==> src/rtl/branch_resolve_if.sv <==
// Request / decision bundle between the ALU flag stage, the branch resolver
// and the fetch/PC logic. The master drives branch requests; the slave
// (branch_resolve) returns the decision, redirect, flush and statistics.
interface branch_resolve_if #(
    parameter int PC_W  = 32,
    parameter int CNT_W = 16
);
    logic             in_valid;
    logic             in_ready;
    logic [2:0]       br_op;
    logic             Z;
    logic             N;
    logic             V;
    logic [PC_W-1:0]  target;
    logic             done;
    logic             taken;
    logic [PC_W-1:0]  redirect_pc;
    logic             flush;
    logic             op_err;
    logic [CNT_W-1:0] branch_cnt;
    logic [CNT_W-1:0] taken_cnt;

    modport master (
        output in_valid, br_op, Z, N, V, target,
        input  in_ready, done, taken, redirect_pc, flush, op_err,
               branch_cnt, taken_cnt
    );

    modport slave (
        input  in_valid, br_op, Z, N, V, target,
        output in_ready, done, taken, redirect_pc, flush, op_err,
               branch_cnt, taken_cnt
    );
endinterface

==> src/rtl/branch_resolve.sv <==
// Branch resolver: captures ALU compare flags plus the decoded branch type,
// decides taken / not-taken one cycle later, issues a one-cycle redirect on
// a taken branch and then holds the front-end flush for FLUSH_CYCLES cycles.
// Keeps saturating counts of resolved and taken branches.
module branch_resolve #(
    parameter int PC_W         = 32,
    parameter int FLUSH_CYCLES = 2,
    parameter int CNT_W        = 16
) (
    input  logic           clk,
    input  logic           reset,
    branch_resolve_if.slave bus
);
    localparam int FC_W = (FLUSH_CYCLES > 1) ? $clog2(FLUSH_CYCLES) : 1;

    localparam logic [1:0] IDLE  = 2'd0;
    localparam logic [1:0] EVAL  = 2'd1;
    localparam logic [1:0] FLUSH = 2'd2;

    // Returns {legal, taken} for a branch op; LT is the signed less-than
    // recovered from the subtract flags (negative unless it overflowed).
    function automatic logic [1:0] eval_cond(
        input logic [2:0] op,
        input logic       z,
        input logic       n,
        input logic       v
    );
        logic lt;
        lt = n ^ v;
        case (op)
            3'b000:  eval_cond = {1'b1, z};
            3'b001:  eval_cond = {1'b1, ~z};
            3'b010:  eval_cond = {1'b1, z | lt};
            3'b011:  eval_cond = {1'b1, ~z & ~lt};
            3'b100:  eval_cond = {1'b1, lt};
            3'b101:  eval_cond = {1'b1, ~lt};
            default: eval_cond = {1'b0, 1'b0};
        endcase
    endfunction

    logic [1:0]       state_r;
    logic [1:0]       state_nx_s;
    logic             in_ready_r;
    logic [2:0]       op_r;
    logic             z_r;
    logic             n_r;
    logic             v_r;
    logic [PC_W-1:0]  target_r;
    logic             done_r;
    logic             taken_r;
    logic [PC_W-1:0]  redirect_pc_r;
    logic             flush_r;
    logic             op_err_r;
    logic [CNT_W-1:0] branch_cnt_r;
    logic [CNT_W-1:0] taken_cnt_r;
    logic [FC_W-1:0]  flush_cnt_r;
    logic [1:0]       cond_s;
    logic             legal_s;
    logic             taken_s;

    // Decision for the request currently held in the capture registers.
    always_comb begin
        cond_s  = eval_cond(op_r, z_r, n_r, v_r);
        legal_s = cond_s[1];
        taken_s = cond_s[0];
    end

    // Next-state selection; unknown encodings fall back to IDLE.
    always_comb begin
        state_nx_s = state_r;
        case (state_r)
            IDLE: begin
                if (bus.in_valid) begin
                    state_nx_s = EVAL;
                end else begin
                    state_nx_s = IDLE;
                end
            end
            EVAL: begin
                if (taken_s) begin
                    state_nx_s = FLUSH;
                end else begin
                    state_nx_s = IDLE;
                end
            end
            FLUSH: begin
                if (flush_cnt_r == {FC_W{1'b0}}) begin
                    state_nx_s = IDLE;
                end else begin
                    state_nx_s = FLUSH;
                end
            end
            default: state_nx_s = IDLE;
        endcase
    end

    // State, request capture, decision outputs, flush timer and statistics.
    always_ff @(posedge clk) begin
        if (reset) begin
            state_r       <= IDLE;
            in_ready_r    <= 1'b1;
            op_r          <= 3'b000;
            z_r           <= 1'b0;
            n_r           <= 1'b0;
            v_r           <= 1'b0;
            target_r      <= {PC_W{1'b0}};
            done_r        <= 1'b0;
            taken_r       <= 1'b0;
            redirect_pc_r <= {PC_W{1'b0}};
            flush_r       <= 1'b0;
            op_err_r      <= 1'b0;
            branch_cnt_r  <= {CNT_W{1'b0}};
            taken_cnt_r   <= {CNT_W{1'b0}};
            flush_cnt_r   <= {FC_W{1'b0}};
        end else begin
            state_r    <= state_nx_s;
            in_ready_r <= (state_nx_s == IDLE);
            done_r     <= 1'b0;
            taken_r    <= 1'b0;
            case (state_r)
                IDLE: begin
                    if (bus.in_valid) begin
                        op_r     <= bus.br_op;
                        z_r      <= bus.Z;
                        n_r      <= bus.N;
                        v_r      <= bus.V;
                        target_r <= bus.target;
                    end
                end
                EVAL: begin
                    done_r      <= 1'b1;
                    taken_r     <= taken_s;
                    flush_r     <= taken_s;
                    flush_cnt_r <= FC_W'(FLUSH_CYCLES - 1);
                    if (taken_s) begin
                        redirect_pc_r <= target_r;
                    end
                    if (!legal_s) begin
                        op_err_r <= 1'b1;
                    end
                    if (branch_cnt_r != {CNT_W{1'b1}}) begin
                        branch_cnt_r <= branch_cnt_r + CNT_W'(1'b1);
                    end
                    if (taken_s && (taken_cnt_r != {CNT_W{1'b1}})) begin
                        taken_cnt_r <= taken_cnt_r + CNT_W'(1'b1);
                    end
                end
                FLUSH: begin
                    if (flush_cnt_r == {FC_W{1'b0}}) begin
                        flush_r <= 1'b0;
                    end else begin
                        flush_cnt_r <= flush_cnt_r - FC_W'(1'b1);
                    end
                end
                default: begin
                    flush_r <= 1'b0;
                end
            endcase
        end
    end

    assign bus.in_ready    = in_ready_r;
    assign bus.done        = done_r;
    assign bus.taken       = taken_r;
    assign bus.redirect_pc = redirect_pc_r;
    assign bus.flush       = flush_r;
    assign bus.op_err      = op_err_r;
    assign bus.branch_cnt  = branch_cnt_r;
    assign bus.taken_cnt   = taken_cnt_r;
endmodule

==> src/flat_wrapper.sv <==
// flat-port wrapper written by rule: the top's interface ports become plain ports
module branch_resolve_flat 
#(
    parameter int PC_W         = 32,
    parameter int FLUSH_CYCLES = 2,
    parameter int CNT_W        = 16
)
  (clk, reset, bus_in_valid, bus_br_op, bus_Z, bus_N, bus_V, bus_target, bus_in_ready, bus_done, bus_taken, bus_redirect_pc, bus_flush, bus_op_err, bus_branch_cnt, bus_taken_cnt);
  branch_resolve_if #(.PC_W(PC_W), .CNT_W(CNT_W)) bus_i ();
  input  logic clk;
  input  logic reset;
  input wire logic [$bits(bus_i.in_valid)-1:0] bus_in_valid;
  input wire logic [$bits(bus_i.br_op)-1:0] bus_br_op;
  input wire logic [$bits(bus_i.Z)-1:0] bus_Z;
  input wire logic [$bits(bus_i.N)-1:0] bus_N;
  input wire logic [$bits(bus_i.V)-1:0] bus_V;
  input wire logic [$bits(bus_i.target)-1:0] bus_target;
  output wire logic [$bits(bus_i.in_ready)-1:0] bus_in_ready;
  output wire logic [$bits(bus_i.done)-1:0] bus_done;
  output wire logic [$bits(bus_i.taken)-1:0] bus_taken;
  output wire logic [$bits(bus_i.redirect_pc)-1:0] bus_redirect_pc;
  output wire logic [$bits(bus_i.flush)-1:0] bus_flush;
  output wire logic [$bits(bus_i.op_err)-1:0] bus_op_err;
  output wire logic [$bits(bus_i.branch_cnt)-1:0] bus_branch_cnt;
  output wire logic [$bits(bus_i.taken_cnt)-1:0] bus_taken_cnt;
  assign bus_i.in_valid = bus_in_valid;
  assign bus_i.br_op = bus_br_op;
  assign bus_i.Z = bus_Z;
  assign bus_i.N = bus_N;
  assign bus_i.V = bus_V;
  assign bus_i.target = bus_target;
  assign bus_in_ready = bus_i.in_ready;
  assign bus_done = bus_i.done;
  assign bus_taken = bus_i.taken;
  assign bus_redirect_pc = bus_i.redirect_pc;
  assign bus_flush = bus_i.flush;
  assign bus_op_err = bus_i.op_err;
  assign bus_branch_cnt = bus_i.branch_cnt;
  assign bus_taken_cnt = bus_i.taken_cnt;
  branch_resolve #(.PC_W(PC_W), .FLUSH_CYCLES(FLUSH_CYCLES), .CNT_W(CNT_W)) u_core (.clk(clk), .reset(reset), .bus(bus_i));
endmodule
==> config.mk <==
export PLATFORM = sky130hd
export DESIGN_NAME = branch_resolve_flat
export DESIGN_NICKNAME = d
export VERILOG_FILES = /design/src/rtl/branch_resolve_if.sv /design/src/rtl/branch_resolve.sv /design/src/flat_wrapper.sv
export SDC_FILE = /design/constraint.sdc
export NUM_CORES = 1
export LEC_CHECK = 0
export ABC_CLOCK_PERIOD_IN_PS = 5100
export CAP_MARGIN = 20
export CORE_AREA = 2 2 95 97
export CTS_CLUSTER_DIAMETER = 60
export CTS_CLUSTER_SIZE = 16
export DETAILED_ROUTE_END_ITERATION = 10
export DIE_AREA = 0 0 97 99
export GPL_ROUTABILITY_DRIVEN = 0
export GPL_TIMING_DRIVEN = 0
export PLACE_DENSITY = 0.95
export SYNTH_ARGS = -nofsm -noshare
export SYNTH_HDL_FRONTEND = slang
export SYNTH_SLANG_ARGS = --single-unit
==> constraint.sdc <==
create_clock -name clk -period 5.1 [get_ports clk]
set_input_delay 1.275 -clock clk [delete_from_list [all_inputs] [get_ports clk]]
set_output_delay 1.275 -clock clk [all_outputs]
set_load 0.05 [all_outputs]
* Word level (Yosys, flattened, before mapping)
Cells that the tools add are included.
Word-level totals: output and inout port bits 69, input port bits 41, register bits after elaboration 110, logic and storage cells 58
Operators by class: bitwise gates (word level) 8, mux-type cells 10, reductions and logical operators 12, $add $sub $neg 3, eq/ne operators 10
Operator list (number):
- $add A16 B1 Y16 const B | 2
- $ne A16 B16 Y1 const B | 2
- $pmux W2 S6 | 1
- $reduce_and A2 Y1 | 6
- $eq A3 B2 Y1 const B | 2
- $eq A3 B3 Y1 const B | 2
- $pmux W2 S3 | 1
- $not A1 Y1 | 5
- $logic_not A2 Y1 | 2
- $mux W1 | 4
- $mux W2 | 2
- $eq A3 B1 Y1 const B | 1
- $logic_not A3 Y1 | 1
- $pmux W1 S3 | 1
- $eq A2 B1 Y1 const B | 1
- $eq A2 B2 Y1 const B | 1
- $ne A2 B2 Y1 const B | 1
- $pmux W1 S2 | 1
- $reduce_bool A2 Y1 | 1
- $reduce_or A2 Y1 | 1
- $and A1 B1 Y1 | 1
- $logic_and A1 B1 Y1 | 1
- $or A1 B1 Y1 | 1
- $sub A1 B1 Y1 const B | 1
- $xor A1 B1 Y1 | 1

* Depth between registers and ports, before layout
depth after elaboration 7, mapped depth 10, mapped depth without buffers 7

* Worst setup path after synthesis
OpenSTA, ideal clock, no wires.
path kind register to register, start point register u_core.taken_cnt_r[0], in the netlist u_core.bus.taken_cnt[0], end point register u_core.taken_cnt_r[13], in the netlist u_core.bus.taken_cnt[13], arrival 2.254 ns, stages on the path, launching flop included 9, path slack 2.725 ns, setup time 0.121 ns, period minus slack after synthesis 2.375 ns, path through dfxtp_1 ha_1 nand2_1 or4_1 buf_6 nor2_8 buf_6 nor3b_1 mux2_4
Between the ends: cells in the longest elaborated chain, start to end 3, elaborated cells on any way between the ends 4, classes of those cells add/sub: 1; eq/ne: 1; reduce/logical: 2
Ends and longest elaborated chain:
- from (decl) | line branch_resolve.sv:55 | logic [CNT_W-1:0] taken_cnt_r;
- from (signal assigned) | line branch_resolve.sv:113 | taken_cnt_r <= {CNT_W{1'b0}};
- from (signal assigned) | line branch_resolve.sv:145 | taken_cnt_r <= taken_cnt_r + CNT_W'(1'b1);
- parallel branches: the longest is 3 deep, another holds $add A16 B1 Y16
Several ways; the timed one is not identified. A chain may end at the register's enable or synchronous reset.

* Final worst setup path
start point input reset, end point register u_core.taken_r, in the netlist u_core.bus.taken
Between the ends: cells in the longest elaborated chain, start to end 1
Ends and longest elaborated chain:
- from (decl) | line flat_wrapper.sv:11 | input logic reset;
- $reduce_or A2 Y1 (no line)
- to (signal assigned) | line branch_resolve.sv:132 | taken_r <= taken_s;
- to (decl) | line branch_resolve.sv:50 | logic taken_r;
No other way between the ends.

==> results.toml <==
[clocking]
clock_sinks = 110
hold_buffers = 0
worstSkewPairLatency_ns = 0.36
post_cts_resized = 0
path_clk_slew_ns = 0.10
cts_tree = "done"
h-tree-depth = 3
cts-root-buf = "clkbuf_8"
clk_path_buf_depth = 2
cts_setup_buffers = 0
numCtsBuffers = 9

[sta]
relSlewSlack_pct = 61.60
layout_min_cycle_time_ns = 3.042
worst_slew_pin_slew_ns = 0.5728
whs_ns = 0.4564
maxSlewViolCount = 0
fin_skew_ns = 0.01141
rsz0062_at_grt = "false"
setup_violations = 0
finalSetupTns_ns = 0
fin_ws_ns = 2.058
clock.fmax_ghz = 0.3287
hold_viol = 0
period_share_pct = 59.65

[global_route]
grt_pass1_wl_mm = 18.40
overflow = 0
grt_pass1_vias = 4015
grt_max_degree = 16
antenna_found_initial = 0
grt_usage_pct = 23.35

[placed_design]
dp_hpwl_mm = 8.300
place_area_um2 = 5690
pre_cts_ws_ns = 1.662
port_buffers = 109

[final_layout]
area_delta_synth_final_pct = 30.80
drive_gt1_share_pct = 4.808
final_area_um2 = 5839
antenna_cells = 0
fillers = 669
finalNetCount = 667

[synth]
ys_seq_elements = 110
yosys_warnings = 0
synthCells = 500
synth_cell_types = 50
synth_area_um2 = 4464
synth_area_leaders = "dfxtp_1 (49%), mux2i_1 (7.6%), nand2_1 (7.5%), a21oi_1 (5.8%), nor2_1 (5.2%)"
synthDominantCellAreaShare_pct = 49.33
syn-num-nets = 547
synth_top_flop_cell = "dfxtp_1"
ys_async_sr_fraction_pct = 0
avgSynthCellArea_um2 = 8.929
synth_top_area_cell = "dfxtp_1"
seq_area_frac_synth_pct = 49.33
synth_edf_count = 0

[drt]
dr.pass1.iters = 4
finalWirelength_mm = 11.20
ant_nets = 0
avgRoutedWirePerCell_um = 15.30
drc = 0
route.vias.total = 4043
viasPerCell = 5.523
first_iter_violations = 217

[setup_path]
cp_max_fo = 10
cp_data_required_time_ns = 5.34
r2r-start = "u_core.state_r[1]"
path_class = "primary input to flip-flop"
end_kind = "flip-flop"
cp.arrival_ns = 3.28
critical_path.startpoint = "reset"
start_kind = "primary input"

[floorplanning]
die_w_um = 97
io_pins = 110
die-area_um2 = 9603
initial_core_util_pct = 52.21
core_area_um2 = 8551
die_h_um = 99
num_rows = 34

[job]
drv_cap = 0

[power_and_ir_drop]
p_leak_nw = 2.297
power_density_nw_per_um2 = 261.1
peakVddDrop_mv = 0.2017
power_mw = 1.525

[worst_hold_path]
hp-class = "flip-flop to flip-flop"
worstHoldStart = "u_core.target_r[0]"

[run_status]
outcome = "completed"
-- worst max-delay path, cell delays in order --
cell             delay, ns
clkdlybuf4s50_1       0.62
clkbuf_1              0.41
clkbuf_1              0.44
clkbuf_1              0.42
nor2_1                0.11
-- flip-flops by register name (all words and copies together), names as in the netlist, 2 cells and up --
name / count
u_core.op_r: 3
u_core.target_r: 32
u_core.bus.redirect_pc: 32
u_core.bus.taken_cnt: 16
u_core.bus.branch_cnt: 16
u_core.state_r: 2
-- Yosys cell counts (5+ instances only) --
cell      instances
xnor2_1           5
nor2_1           62
nor2b_1           7
o21ai_1           6
nand4_1           6
buf_2             7
ha_1              6
or3_1             6
dfxtp_1         110
clkbuf_1         19
or4_1             6
nand2_1          89
mux2i_1          34
xor2_1            8
nand3_1          10
o31ai_1           6
a21oi_1          52
-- logic make-up after synthesis --
| group | share of synthesized area (%) |
|---|---|
| simple gates | 22.70 |
| buf+inv | 3.559 |
| mux | 9.389 |
| flops | 49.33 |
| xor+xnor | 2.550 |
| compound gates | 10.79 |
| fa+ha+maj | 1.682 |
-- routing by layer --
layer  track usage [%]  wire [um]  vias up
li1                  -          -     1943
met1             27.08       4560     1923
met2             41.45       5657      150
met3             5.177        715       27
met4             10.29        271        0
met5                 0          0        -
-- report_power, final --
group	total (mW)	internal, mW	switching [mW]
registers	0.904	0.886	0.0179
clock network	0.443	0.175	0.268
logic	0.178	0.0749	0.103
total	1.52	1.14	0.389
-- metrics by stage --
stage | cells | util (%)
after detailed placement | 717 | 66.55
after floorplan | 500 | -
final | 732 | 68.29
after global placement | 717 | 66.55
after global routing | 732 | 68.29
after CTS | 732 | 68.29
-- path summary, 6_finish.rpt --
check                                             endpoint  slack (ns)  cells past startpoint
worst max-delay path                      u_core.bus.taken        2.06                      5
worst min-delay path                    u_core.target_r[0]        0.46                      2
worst max register to register  u_core.bus.redirect_pc[10]        2.65                     10
worst min register to register          u_core.target_r[0]        0.46                      2
-- final cells by class --
type	count	area [um^2]	share of cell area (%)
well taps	108	135.1	2.314
inverters	4	15.01	0.2571
plain buffers	31	143.9	2.464
clock buffers	13	138.9	2.378
flip-flops and latches	110	2202	37.71
multi-input cells	355	2103	36.02
repair buffers	109	1091	18.68
clock inverters	2	10.01	0.1714
-- cells in the final DEF (no fill, tap or decap), types with 6 or more instances in the layout --
master | Yosys | final
xor2_1 | 8 | 8
clkbuf_1 | 19 | 23
or3_1 | 6 | 6
or4_1 | 6 | 6
nor2_1 | 62 | 62
buf_2 | 7 | 7
nor2b_1 | 7 | 7
mux2i_1 | 34 | 34
nand4_1 | 6 | 6
clkdlybuf4s50_1 | 0 | 109
ha_1 | 6 | 6
a21oi_1 | 52 | 52
nand3_1 | 10 | 10
nand2_1 | 89 | 89
dfxtp_1 | 110 | 110
clkbuf_8 | 0 | 9
o21ai_1 | 6 | 6
o31ai_1 | 6 | 6
Note: power is estimated with default switching activity, not from simulation.
